==> src/rtl/cpu_pkg.sv <==
// Shared widths, state encoding and constants for the CPU memory-side stage.
package cpu_pkg;

  localparam int unsigned ADDR_W_DEF = 13;
  localparam int unsigned DATA_W_DEF = 8;

  typedef enum logic [1:0] {
    IDLE = 2'd0,
    REQ  = 2'd1,
    DONE = 2'd2,
    ERR  = 2'd3
  } biu_state_t;

  // Read data returned when a read is aborted by timeout.
  localparam logic [DATA_W_DEF-1:0] BUS_ERR_DATA = '1;

endpackage

==> src/rtl/biu_timeout_ctr.sv <==
// Counts REQ cycles without acknowledge; flags the cycle that completes the budget.
module biu_timeout_ctr #(
  parameter int unsigned TIMEOUT = 15
) (
  input  logic clk,
  input  logic rst_n,
  input  logic clear,
  input  logic inc,
  output logic expired_c
);

  localparam int unsigned CNT_W = $clog2(TIMEOUT + 1);

  logic [CNT_W-1:0] count;

  always_ff @(posedge clk or negedge rst_n) begin
    if (!rst_n) begin
      count <= '0;
    end else if (clear) begin
      count <= '0;
    end else if (inc) begin
      count <= count + CNT_W'(1);
    end
  end

  // High in the TIMEOUT-th consecutive unacknowledged cycle.
  assign expired_c = inc & (count == CNT_W'(TIMEOUT - 1));

endmodule

==> src/rtl/bus_interface_unit.sv <==
// Turns control-FSM rd/wr strobes into req/ack memory transactions and stalls the CPU
// via cpu_en until each transaction completes or aborts.
module bus_interface_unit
  import cpu_pkg::*;
#(
  parameter int unsigned ADDR_W  = ADDR_W_DEF,
  parameter int unsigned DATA_W  = DATA_W_DEF,
  parameter int unsigned TIMEOUT = 15
) (
  input  logic              clk,
  input  logic              rst_n,
  input  logic              rd,
  input  logic              wr,
  input  logic              fetch,
  input  logic              datacontrol_en,
  input  logic [ADDR_W-1:0] pc_addr,
  input  logic [ADDR_W-1:0] ir_addr,
  input  logic [DATA_W-1:0] acc_data,
  output logic              mem_req,
  output logic              mem_we,
  output logic [ADDR_W-1:0] mem_addr,
  output logic [DATA_W-1:0] mem_wdata,
  input  logic              mem_ack,
  input  logic [DATA_W-1:0] mem_rdata,
  output logic [DATA_W-1:0] rdata,
  output logic              rdata_valid,
  output logic              cpu_en,
  output logic              bus_err
);

  biu_state_t        state;
  logic              rd_q, wr_q;
  logic              pend, pend_we;
  logic [ADDR_W-1:0] pend_addr;
  logic [DATA_W-1:0] pend_wdata;

  logic              rd_rise_c, wr_rise_c, start_c, illegal_c, legal_c;
  logic [ADDR_W-1:0] addr_sel_c;
  logic              ctr_clear_c, ctr_inc_c, expired_c;

  assign rd_rise_c  = rd & ~rd_q;
  assign wr_rise_c  = wr & ~wr_q;
  assign start_c    = rd_rise_c | wr_rise_c;
  // Simultaneous edges, or a write without the accumulator on the bus, are rejected.
  assign illegal_c  = (rd_rise_c & wr_rise_c) | (wr_rise_c & ~datacontrol_en);
  assign legal_c    = start_c & ~illegal_c;
  assign addr_sel_c = fetch ? pc_addr : ir_addr;

  assign ctr_clear_c = (state != REQ);
  assign ctr_inc_c   = (state == REQ) & ~mem_ack;

  biu_timeout_ctr #(.TIMEOUT(TIMEOUT)) u_timeout (
    .clk       (clk),
    .rst_n     (rst_n),
    .clear     (ctr_clear_c),
    .inc       (ctr_inc_c),
    .expired_c (expired_c)
  );

  always_ff @(posedge clk or negedge rst_n) begin
    if (!rst_n) begin
      state       <= IDLE;
      rd_q        <= 1'b0;
      wr_q        <= 1'b0;
      pend        <= 1'b0;
      pend_we     <= 1'b0;
      pend_addr   <= '0;
      pend_wdata  <= '0;
      mem_req     <= 1'b0;
      mem_we      <= 1'b0;
      mem_addr    <= '0;
      mem_wdata   <= '0;
      rdata       <= '0;
      rdata_valid <= 1'b0;
      cpu_en      <= 1'b1;
      bus_err     <= 1'b0;
    end else begin
      rd_q        <= rd;
      wr_q        <= wr;
      rdata_valid <= 1'b0;
      bus_err     <= illegal_c;
      case (state)
        IDLE: begin
          // A parked request launches first; a fresh edge in the same cycle re-parks.
          if (pend | legal_c) begin
            state     <= REQ;
            mem_req   <= 1'b1;
            cpu_en    <= 1'b0;
            mem_we    <= pend ? pend_we    : wr_rise_c;
            mem_addr  <= pend ? pend_addr  : addr_sel_c;
            mem_wdata <= pend ? pend_wdata : acc_data;
            pend      <= pend & legal_c;
            if (pend & legal_c) begin
              pend_we    <= wr_rise_c;
              pend_addr  <= addr_sel_c;
              pend_wdata <= acc_data;
            end
          end
        end
        REQ: begin
          if (start_c) bus_err <= 1'b1;
          if (mem_ack) begin
            state   <= DONE;
            mem_req <= 1'b0;
            if (!mem_we) begin
              rdata       <= mem_rdata;
              rdata_valid <= 1'b1;
            end
          end else if (expired_c) begin
            state   <= ERR;
            mem_req <= 1'b0;
            bus_err <= 1'b1;
            if (!mem_we) begin
              rdata       <= {DATA_W{1'b1}};
              rdata_valid <= 1'b1;
            end
          end
        end
        DONE, ERR: begin
          state  <= IDLE;
          cpu_en <= 1'b1;
          if (legal_c) begin
            pend       <= 1'b1;
            pend_we    <= wr_rise_c;
            pend_addr  <= addr_sel_c;
            pend_wdata <= acc_data;
          end
        end
        default: state <= IDLE;
      endcase
    end
  end

endmodule
==> config.mk <==
export PLATFORM = sky130hd
export DESIGN_NAME = bus_interface_unit
export DESIGN_NICKNAME = d
export VERILOG_FILES = /design/src/rtl/cpu_pkg.sv /design/src/rtl/biu_timeout_ctr.sv /design/src/rtl/bus_interface_unit.sv
export SDC_FILE = /design/constraint.sdc
export NUM_CORES = 1
export LEC_CHECK = 0
export BUFFER_PORTS_ARGS = -buffer_cell sky130_fd_sc_hd__clkbuf_2
export CAP_MARGIN = 15
export CORE_AREA = 3 3 89 91
export CTS_BUF_LIST = sky130_fd_sc_hd__clkbuf_4 sky130_fd_sc_hd__clkbuf_8 sky130_fd_sc_hd__clkbuf_16
export DETAILED_ROUTE_END_ITERATION = 8
export DIE_AREA = 0 0 92 94
export GPL_ROUTABILITY_DRIVEN = 0
export HOLD_SLACK_MARGIN = 0.15
export PLACE_DENSITY_LB_ADDON = 0.25
export SLEW_MARGIN = 10
export SYNTH_ARGS = -nofsm -noshare
export SYNTH_HDL_FRONTEND = slang
export SYNTH_SLANG_ARGS = --single-unit
export TNS_END_PERCENT = 10
==> constraint.sdc <==
create_clock -name clk -period 3.32 [get_ports clk]
set_input_delay 0 -clock clk [delete_from_list [all_inputs] [get_ports clk]]
set_output_delay 0 -clock clk [all_outputs]
set_load 0.02 [all_outputs]
Word-level counts from Yosys, hierarchy flattened
Index checks and enable logic that the tools add are counted.
{"block": "op_classes", "muxes": 43, "n_reduce_logical": 13, "n_addsub": 1, "n_eq_ne": 11, "bitwise": 16}
{"op": "$mux W13", "count": 5}
{"op": "$mux W8", "count": 8}
{"op": "$pmux W13 S2", "count": 1}
{"op": "$mux W1", "count": 18}
{"op": "$pmux W8 S2", "count": 1}
{"op": "$ne A2 B2 Y1 const B", "count": 5}
{"op": "$and A1 B1 Y1", "count": 8}
{"op": "$mux W4", "count": 2}
{"op": "$pmux W1 S2", "count": 4}
{"op": "$reduce_and A4 Y1", "count": 2}
{"op": "$reduce_bool A2 Y1", "count": 4}
{"op": "$mux W2", "count": 3}
{"op": "$pmux W2 S3", "count": 1}
{"op": "$reduce_and A2 Y1", "count": 3}
{"op": "$reduce_and A3 Y1", "count": 2}
{"op": "$not A1 Y1", "count": 5}
{"op": "$add A4 B1 Y4 const B", "count": 1}
{"op": "$eq A2 B2 Y1 const B", "count": 2}
{"op": "$eq A4 B4 Y1 const B", "count": 1}
{"op": "$ne A3 B3 Y1 const B", "count": 1}
{"op": "$or A1 B1 Y1", "count": 3}
{"op": "$eq A2 B1 Y1 const B", "count": 1}
{"op": "$logic_not A2 Y1", "count": 1}
{"op": "$ne A2 B1 Y1 const B", "count": 1}
{"op": "$reduce_or A2 Y1", "count": 1}
{"block": "word_totals", "inputBits": 49, "word_cells": 100, "ff_bits": 65, "out_inout_bits": 34}

Logic depth before layout (Yosys ltp)
Gate-level depths: netlist of the first run.
{"block": "depth", "word_depth": 10, "mapped_depth": 6, "mapped_depth_nobuf": 6}

Hierarchy
Synthesis of the first run repeated with hierarchy kept, for this count alone.
{"block": "unflattened", "hier_cells": 259, "hier_area_um2": 3024.2}
{"mod": "bus_interface_unit", "instances": 1, "seq_area_each_um2": 1527.7, "area_each_um2": 2801.4, "cells_per_inst": 239}
{"mod": "biu_timeout_ctr", "instances": 1, "seq_area_each_um2": 100.1, "area_each_um2": 222.7, "cells_per_inst": 20}

Least setup slack after synthesis of the first run
OpenSTA, ideal clock, no wires.
{"block": "synth_timing", "path_kind": "reg-to-reg", "startpoint": "reg wr_q", "endpoint": "reg pend_wdata[0]", "path_stages_with_launch": 6, "n_path_buf": 1, "path_slack_ps": 1786, "t_arrival_ps": 1410, "setup_ps": 125, "t_required_ps": 3195, "cell_sequence": "dfrtp_1 > and3b_1 > mux2i_4 > nor2_2 > buf_4 > mux2_2"}
{"block": "synth_between", "elab_chain_len": 9, "elab_cells_between_ends": 14}
{"item": "from (decl)", "line": "bus_interface_unit.sv:32", "source": "logic rd_q, wr_q;"}
{"item": "from (signal assigned)", "line": "bus_interface_unit.sv:79", "source": "wr_q <= wr;"}
{"item": "$not A1 Y1 *", "line": "bus_interface_unit.sv:42", "source": "assign wr_rise_c = wr & ~wr_q;"}
{"item": "$and A1 B1 Y1 *", "line": "bus_interface_unit.sv:42"}
{"item": "$and A1 B1 Y1", "line": "bus_interface_unit.sv:45", "source": "assign illegal_c = (rd_rise_c & wr_rise_c) | (wr_rise_c & ~datacontrol_en);"}
{"item": "$or A1 B1 Y1", "line": "bus_interface_unit.sv:45"}
{"item": "$not A1 Y1", "line": "bus_interface_unit.sv:46", "source": "assign legal_c = start_c & ~illegal_c;"}
{"item": "$and A1 B1 Y1 *", "line": "bus_interface_unit.sv:46"}
{"item": "$and A1 B1 Y1 / $or A1 B1 Y1 (equally long branches)", "line": "bus_interface_unit.sv:93, bus_interface_unit.sv:85"}
{"item": "$ne A2 B2 Y1 (no line)"}
{"item": "$reduce_and A4 Y1 (no line) *"}
{"item": "to (signal assigned)", "line": "bus_interface_unit.sv:96", "source": "pend_wdata <= acc_data;"}
{"item": "to (signal assigned)", "line": "bus_interface_unit.sv:126", "source": "pend_wdata <= acc_data;"}
{"item": "to (decl)", "line": "bus_interface_unit.sv:35", "source": "logic [DATA_W-1:0] pend_wdata;"}
Every way passes the cells marked *; elsewhere a longest branch is shown, timed or not.
A chain may end at the register's enable or synchronous reset.

Worst setup path after layout of the first run
{"block": "layout_timing", "startpoint": "reg pend", "endpoint": "reg pend_addr[6]"}
{"block": "layout_between", "elab_chain_len": 3, "elab_cells_between_ends": 5}
{"item": "from (decl)", "line": "bus_interface_unit.sv:33", "source": "logic pend, pend_we;"}
{"item": "from (signal assigned)", "line": "bus_interface_unit.sv:92", "source": "pend <= pend & legal_c;"}
{"item": "$and A1 B1 Y1 / $or A1 B1 Y1 (equally long branches)", "line": "bus_interface_unit.sv:93, bus_interface_unit.sv:85"}
{"item": "$ne A2 B2 Y1 (no line)"}
{"item": "$reduce_and A4 Y1 (no line) *"}
{"item": "to (signal assigned)", "line": "bus_interface_unit.sv:95", "source": "pend_addr <= addr_sel_c;"}
{"item": "to (signal assigned)", "line": "bus_interface_unit.sv:125", "source": "pend_addr <= addr_sel_c;"}
{"item": "to (decl)", "line": "bus_interface_unit.sv:34", "source": "logic [ADDR_W-1:0] pend_addr;"}
Marked as above.

==> qor.csv, run 1 <==
stage,metric,value,unit
outcome,outcome,"finished, final reports clean",
clock_network,worst skew pair latency,340,ps
grt,first-pass GRT wire length,10800,um
worst_setup_path,Worst Path Required,3540,ps
detailed_routing,ANT nets after route,0,
sta,relative slew slack,43.8,%
floorplanning,DIE WIDTH,92,um
sta,final hold slack,248,ps
floorplanning,Starting Density,39.5,%
grt,GRT overflow,0,
finish,Fill cells,636,
finish,nets,394,
floorplanning,Die Span Y,94,um
sta,Final min period,2310,ps
yosys,Post-Synth Simple-Gate Area,9.80,%
yosys,Mean Syn Cell Area,13.4,um^2
clock_network,# clock sinks,65,
floorplanning,Std-Cell Rows,31,
worst_setup_path,CP Launch Type,flop,
power_and_ir_drop,Pleak,0.00195,uW
yosys,Syn Std Cell Area,2850,um^2
worst_setup_path,CP Data Arrival Time,2530,ps
clock_network,postcts setup bufs,0,
finish,layout cells sized above 1,39.9,%
power_and_ir_drop,Max VDD drop,0.290,mV
worst_setup_path,CP max-delay cell,dfrtp_1,
finish,P&R area growth vs syn,42.1,%
clock_network,clk root buf,clkbuf_8,
clock_network,Worst-path clk slew,70,ps
clock_network,Clock Path Buffers,2,
yosys,Syn Nets,264,
detailed_routing,Wirelength per Cell,14.3,um
sta,unrepaired setup endpoints after global routing,no,
detailed_routing,vias per cell,4.94,
floorplanning,core area,7210,um^2
clock_network,CTS tree,built,
sta,fin. max-slew vios,0,
yosys,Mapped Cells,213,
detailed_routing,drt first pass iters,4,
yosys,#FFs+latches synth,65,
yosys,Synth Area in Compound Gates,13.0,%
floorplanning,I/O pins,83,
sta,Slew @ Worst Pin,842,ps
worst_setup_path,Setup crit end kind,flop,
finish,ANT cells,0,
sta,TNS Setup,0,ps
placed_design,dpl hpwl,4240,um
worst_setup_path,critical path peak fanout,29,
detailed_routing,drt initial violations,77,
detailed_routing,drc violations,0,
worst_setup_path,critical path type,reg -> reg,
sta,final critical-path share of the clock period,69.6,%
worst_setup_path,CP Cell Sequence,a21oi_1 > nor2_2 > buf_4 > mux2_2,
job,maxcap violations,0,
floorplanning,Die Area,8650,um^2
clock_network,total CTS buffers,9,
sta,final hold viol count,0,
yosys,synthesized-area fraction occupied by adder cells,0.879,%
min_path,Hold Path Class,in -> async,
yosys,XOR/XNOR Fraction of Synth Area,0.923,%
grt,Tot GR Track Use,15.9,%
grt,largest net degree at the start of global routing,35,
sta,maximum clock rate,433,MHz
grt,initial antenna violation count,0,
detailed_routing,overall routed net length,6370,um
clock_network,CTS H-tree depth,3,
detailed_routing,vias post-DR,2206,
sta,clock skew,9.90,ps
worst_setup_path,"slowest stage delay, CP",890,ps
yosys,main combinational cell family by area after synthesis,multiplexers,
yosys,sequential share of the synthesized area,57.2,%
placed_design,IO Port Bufs,82,
sta,final setup fails,0,
yosys,Netlist cell types,37,
clock_network,CTS resizes,0,
yosys,Synthesis Warnings,0,
power_and_ir_drop,Pwr Density,805,nW/um^2
worst_setup_path,CP bufs+invs,1,
worst_setup_path,"CP delay by family, top",flip-flops,
grt,number of global-route vias before repair,2323,
yosys,fraction of synthesized area in multiplexers,15.0,%
clock_network,hold-fix buffer count after cts,47,
-- synthesized netlist by cell type --
cell type	number	area share [%]
o21ai_0	1	0.18
nor4_2	1	0.44
nor2_1	8	1.1
o21a_1	1	0.26
a21oi_1	6	1.1
clkbuf_1	7	0.92
a221o_1	21	7.4
or3b_1	1	0.31
nor2_2	1	0.22
ha_1	2	0.88
o31ai_1	1	0.26
nand2b_4	1	0.48
nand2b_1	2	0.44
mux2_2	29	11
and3b_1	1	0.31
buf_2	4	0.70
dfrtp_1	64	56
mux2i_4	1	0.79
and3_1	21	4.6
o22a_1	8	2.5
buf_4	4	1.1
inv_1	4	0.53
nand2_1	2	0.26
dfstp_2	1	0.92
xnor2_1	1	0.31
or2_1	1	0.22
a32oi_1	1	0.31
a22oi_1	1	0.26
nor2b_1	2	0.44
nor2_4	1	0.40
nand4b_1	2	0.62
a221oi_1	1	0.31
o21ai_2	1	0.31
mux2i_1	1	0.35
a31oi_1	1	0.22
xor2_1	2	0.62
mux2_1	6	2.4
-- logic make-up (layout without fill, tap and decap cells) --
| family | count (synthesis) | after routing |
|---|---|---|
| XOR/XNOR | 3 | 3 |
| multiplexers | 37 | 37 |
| buffers and inverters | 19 | 154 |
| AO/OA/AOI/OAI | 43 | 43 |
| flip-flops | 65 | 65 |
| AND/OR/NAND/NOR | 44 | 44 |
| adder cells (fa/ha/maj) | 2 | 2 |
-- layout make-up --
| cell class | instances | area, um^2 | share of cell area (%) |
|---|---|---|---|
| sequential | 65 | 1630 | 40.3 |
| tap | 99 | 124 | 3.06 |
| timing repair buffer | 134 | 922 | 22.8 |
| multi-input combinational | 129 | 1140 | 28.1 |
| clock inverter | 5 | 80.1 | 1.98 |
| inverter | 4 | 15.0 | 0.371 |
| clock buffer | 11 | 139 | 3.43 |
-- registers in the layout, indices dropped and copies added, names as in the netlist --
register and count:
bus_err 1, rdata_valid 1, mem_req 1, mem_wdata 8
rd_q 1, pend_we 1, pend_addr 13, state 2
u_timeout.count 4, pend 1, mem_we 1, cpu_en 1
pend_wdata 8, wr_q 1, rdata 8, mem_addr 13
-- path summary, 6_finish.rpt --
kind | startpoint | end | slack (ps) | depth (start not counted)
worst max-delay path | pend | pend_addr[6] | 1010 | 4
worst min-delay path | rst_n | rdata[3] | 250 | 2
worst max register to register | pend | pend_addr[6] | 1010 | 4
worst min register to register | pend_addr[0] | pend_addr[0] | 480 | 1
max in group asynchronous | rst_n | cpu_en | 2130 | 3
min in group clk | wr | wr_q | 350 | 2
-- power breakdown --
| group | internal [uW] | switching [uW] |
|---|---|---|
| Sequential | 1140 | 219 |
| Clock | 438 | 296 |
| Combinational | 548 | 614 |
| Total | 2130 | 1130 |
-- layer usage --
metal | global-route usage, % | part of all wire [%]
met1 | 19.7 | 46
met2 | 26.8 | 48
met3 | 2.64 | 3.3
met4 | 7.92 | 2.1
met5 | 0 | 0
-- cell usage in the layout (no fill, tap or decap), types with 4 or more instances in the layout --
cell,n
clkbuf_2,81
dfrtp_1,64
dlygate4sd3_1,47
mux2_2,29
and3_1,21
a221o_1,21
clkbuf_8,9
nor2_1,8
o22a_1,8
a21oi_1,6
mux2_1,6
inv_1,4
buf_4,4
-- through the flow --
| step | power (uW) | cells | util, % | setup WS, ps | area, um^2 |
|---|---|---|---|---|---|
| 2_1_floorplan | 2120 | 213 | - | 1790 | 2850 |
| 3_3_place_gp | 2470 | 383 | 46.3 | 1050 | 3340 |
| 3_5_place_dp | 2500 | 383 | 46.3 | 1020 | 3340 |
| 4_1_cts | 3290 | 446 | 55.9 | 994 | 4030 |
| 5_1_grt | 3470 | 447 | 56.1 | 769 | 4040 |
| 6_report | 3260 | 447 | 56.1 | 1010 | 4040 |
No activity file was read; power rests on OpenSTA's default activity.
==> run 2, diff against run 1 <==
--- a/config.mk
+++ b/config.mk
@@ -5,12 +5,13 @@
 export SDC_FILE = /design/constraint.sdc
 export NUM_CORES = 1
 export LEC_CHECK = 0
+export ABC_AREA = 1
 export BUFFER_PORTS_ARGS = -buffer_cell sky130_fd_sc_hd__clkbuf_2
 export CAP_MARGIN = 15
-export CORE_AREA = 3 3 89 91
+export CORE_AREA = 3 3 91 93
 export CTS_BUF_LIST = sky130_fd_sc_hd__clkbuf_4 sky130_fd_sc_hd__clkbuf_8 sky130_fd_sc_hd__clkbuf_16
 export DETAILED_ROUTE_END_ITERATION = 8
-export DIE_AREA = 0 0 92 94
+export DIE_AREA = 0 0 94 96
 export GPL_ROUTABILITY_DRIVEN = 0
 export HOLD_SLACK_MARGIN = 0.15
 export PLACE_DENSITY_LB_ADDON = 0.25
==> constraint.sdc (replaced) <==
create_clock -name clk -period 1.91 [get_ports clk]
set_input_delay 0 -clock clk [delete_from_list [all_inputs] [get_ports clk]]
set_output_delay 0 -clock clk [all_outputs]
set_load 0.02 [all_outputs]
==> qor.csv, run 2 <==
stage,metric,value,unit,change
yosys,list of most frequent post-synthesis cells,"nand2_1 (152), dfrtp_1 (64), nand3_1 (38)",,
yosys,Synthesis Warnings,0,,unchanged
worst_setup_path,Worst Path Required,2120,ps,-1420 ps
worst_setup_path,critical path type,reg -> reg,,
sta,final hold viol count,0,,unchanged
worst_setup_path,critical path peak fanout,23,,-21%
clock_network,clk root buf,clkbuf_8,,
yosys,post-synth top area share,53.1,%,-3.2 points
floorplanning,DIE WIDTH,94,um,+2.2%
sta,maximum clock rate,607,MHz,+40%
sta,Slew @ Worst Pin,531,ps,-311 ps
grt,largest net degree at the start of global routing,45,,+29%
yosys,Syn Std Cell Area,3020,um^2,+6.0%
power_and_ir_drop,Pleak,0.00237,uW,+21%
clock_network,total CTS buffers,9,,unchanged
grt,first-pass GRT wire length,12700,um,+17%
worst_setup_path,Worst R2R End,pend_wdata[1],,
yosys,Netlist cell types,23,,-38%
job,maxcap violations,0,,unchanged
floorplanning,Die Span Y,96,um,+2.1%
detailed_routing,drt first pass iters,4,,unchanged
power_and_ir_drop,Max VDD drop,0.552,mV,+90%
floorplanning,Std-Cell Rows,32,,+3.2%
clock_network,CTS tree,built,,
detailed_routing,Wirelength per Cell,11.5,um,-19%
yosys,Post-synth EDFFs,0,,unchanged
grt,GRT overflow,0,,unchanged
worst_setup_path,"CP delay by family, top",simple AND/OR/NAND/NOR gates,,
yosys,Syn Nets,436,,+65%
yosys,#FFs+latches synth,65,,unchanged
worst_setup_path,CP Launch Type,flop,,
sta,clock skew,6.20,ps,-3.70 ps
detailed_routing,drc violations,0,,unchanged
min_path,HP Start,pc_addr[12],,
yosys,sequential share of the synthesized area,53.9,%,-3.2 points
floorplanning,core area,7610,um^2,+5.4%
worst_setup_path,CP Data Arrival Time,1860,ps,-670 ps
worst_setup_path,r2r startpoint,rd_q,,
power_and_ir_drop,Pwr Density,1360,nW/um^2,+69%
yosys,Mapped Cells,385,,+81%
min_path,hold endpoint,mem_addr[12],,
worst_setup_path,reg2reg path depth,9,,+5
detailed_routing,overall routed net length,7190,um,+13%
detailed_routing,ANT nets after route,0,,unchanged
yosys,top post-synthesis cells by area,"dfrtp_1 (53%), nand2_1 (19%), nand3_1 (6.3%)",,
worst_setup_path,most frequent CP cell,nand2_1,,
clock_network,worst skew pair latency,330,ps,about the same
clock_network,postcts setup bufs,0,,unchanged
worst_setup_path,CP max-delay cell,dfrtp_1,,
floorplanning,Die Area,9020,um^2,+4.3%
outcome,outcome,"finished, final reports clean",,
sta,Final min period,1650,ps,-664 ps
grt,number of global-route vias before repair,2857,,+23%
min_path,Hold Path Class,in -> reg,,
detailed_routing,drt initial violations,102,,+32%
clock_network,Worst-path clk slew,70,ps,about the same
finish,ANT cells,0,,unchanged
clock_network,CTS resizes,0,,unchanged
sta,final critical-path share of the clock period,86.3,%,+17 points
finish,"most common cell after layout, fill and taps aside",nand2_1,,
min_path,hold path depth,7,,
grt,Tot GR Track Use,17.8,%,+1.9 points
worst_setup_path,"slowest stage delay, CP",370,ps,-520 ps
finish,nets,571,,+45%
detailed_routing,vias per cell,4.50,,-8.8%
floorplanning,I/O pins,83,,unchanged
sta,fin. max-slew vios,0,,unchanged
placed_design,dpl hpwl,4800,um,+13%
clock_network,# clock sinks,65,,unchanged
worst_setup_path,CP Cell Sequence,inv_1 > nand2_1 > nand2_1 > nand2_1 > inv_2 > nand2_1 > buf_12 > nand2_1 > o21ai_1,,
sta,TNS Setup,0,ps,unchanged
placed_design,IO Port Bufs,82,,unchanged
worst_setup_path,CP bufs+invs,3,,+2
clock_network,hold-fix buffer count after cts,51,,+8.5%
yosys,ys async rst share,100,%,unchanged
sta,unrepaired setup endpoints after global routing,no,,
worst_setup_path,FF-to-FF setup slack,260,ps,-750 ps
finish,Fill cells,700,,+10%
power_and_ir_drop,Pwr Total,5800,uW,+78%
clock_network,Clock Path Buffers,2,,unchanged
finish,P&R area growth vs syn,41.3,%,
detailed_routing,vias post-DR,2817,,+28%
yosys,post-synth top area cell,dfrtp_1,,
floorplanning,Starting Density,39.7,%,+0.22 points
yosys,Mean Syn Cell Area,7.84,um^2,-41%
clock_network,CTS H-tree depth,3,,unchanged
grt,initial antenna violation count,0,,unchanged
yosys,top-count cell post-synth,nand2_1,,
worst_setup_path,Setup crit end kind,flop,,
finish,layout cells sized above 1,22.7,%,-17 points
yosys,top_reg_cell synth,dfrtp_1,,
sta,relative slew slack,64.6,%,+21 points
sta,final setup fails,0,,unchanged
finish,"commonest cells after routing, fill and taps aside","nand2_1 (152), clkbuf_2 (81), dfrtp_1 (64)",,
finish,largest registers,"mem_addr (13), pend_addr (13)",,
run 2: cell count changes in the layout (fill, tap and decap cells not counted), sizes merged, moves of 20 or more:
cell,delta
a221o,-21
and3,-20
nand2,+154
nand3,+38
mux2,-35
o21ai,+34
inv,+39
run 2: worst register-to-register path, stage by stage (launching register included):
cell and delay (ps):
dfrtp_1 370, inv_1 50, nand2_1 60, nand2_1 90, nand2_1 90, inv_2 210, nand2_1 290, buf_12 250
nand2_1 60, o21ai_1 60
run 2: cell families after synthesis:
logic type	after synthesis	share of synthesized area, %
AO/OA/AOI/OAI	51	9.16
flip-flops	65	53.9
buffers and inverters	60	8.29
AND/OR/NAND/NOR	207	27.8
adder cells (fa/ha/maj)	2	0.829
run 2: layer usage:
layer	global-route usage [%]	share of wire [%]	up-vias
met5	0	0	-
met4	6.62	1.4	0
met3	3.28	5.6	10
met2	29.6	45	80
met1	23.2	48	1253
li1	-	-	1474
run 2: layout make-up:
| class | instances | area, um^2 | area share (%) |
|---|---|---|---|
| Inverter | 43 | 161 | 3.79 |
| Tap cell | 102 | 128 | 2.99 |
| Clock inverter | 3 | 40.0 | 0.939 |
| Sequential cell | 65 | 1630 | 38.2 |
| Timing Repair Buffer | 141 | 1010 | 23.6 |
| Multi-Input combinational cell | 260 | 1140 | 26.8 |
| Clock buffer | 12 | 159 | 3.73 |
run 2: per-stage QoR:
step,hold slack (ps),setup slack (ps),utilization (%),instance area [um^2],std cells
2_1_floorplan,-296,727,-,3020,385
3_3_place_gp,12.5,343,46.7,3550,560
3_5_place_dp,18.8,298,46.7,3550,560
4_1_cts,158,283,56.1,4260,626
5_1_grt,219,102,56.1,4260,626
6_report,175,262,56.1,4260,626
run 2: report_power, final:
part           switching (uW)  internal (uW)  total, uW
Clock                     495            677       1170
Combinational            1520            840       2360
Sequential                312           1960       2270
run 2: how the worst max path moves through the flow:
stage | cells past startpoint | end | from
global placement | 9 | pend_wdata[2] | wr_q
floorplan | 5 | mem_addr[0] | state[0]
CTS | 9 | pend_wdata[1] | wr_q
finish | 9 | pend_wdata[1] | rd_q
global route | 10 | pend_wdata[1] | rd_q
detailed placement | 9 | pend_wdata[1] | wr_q
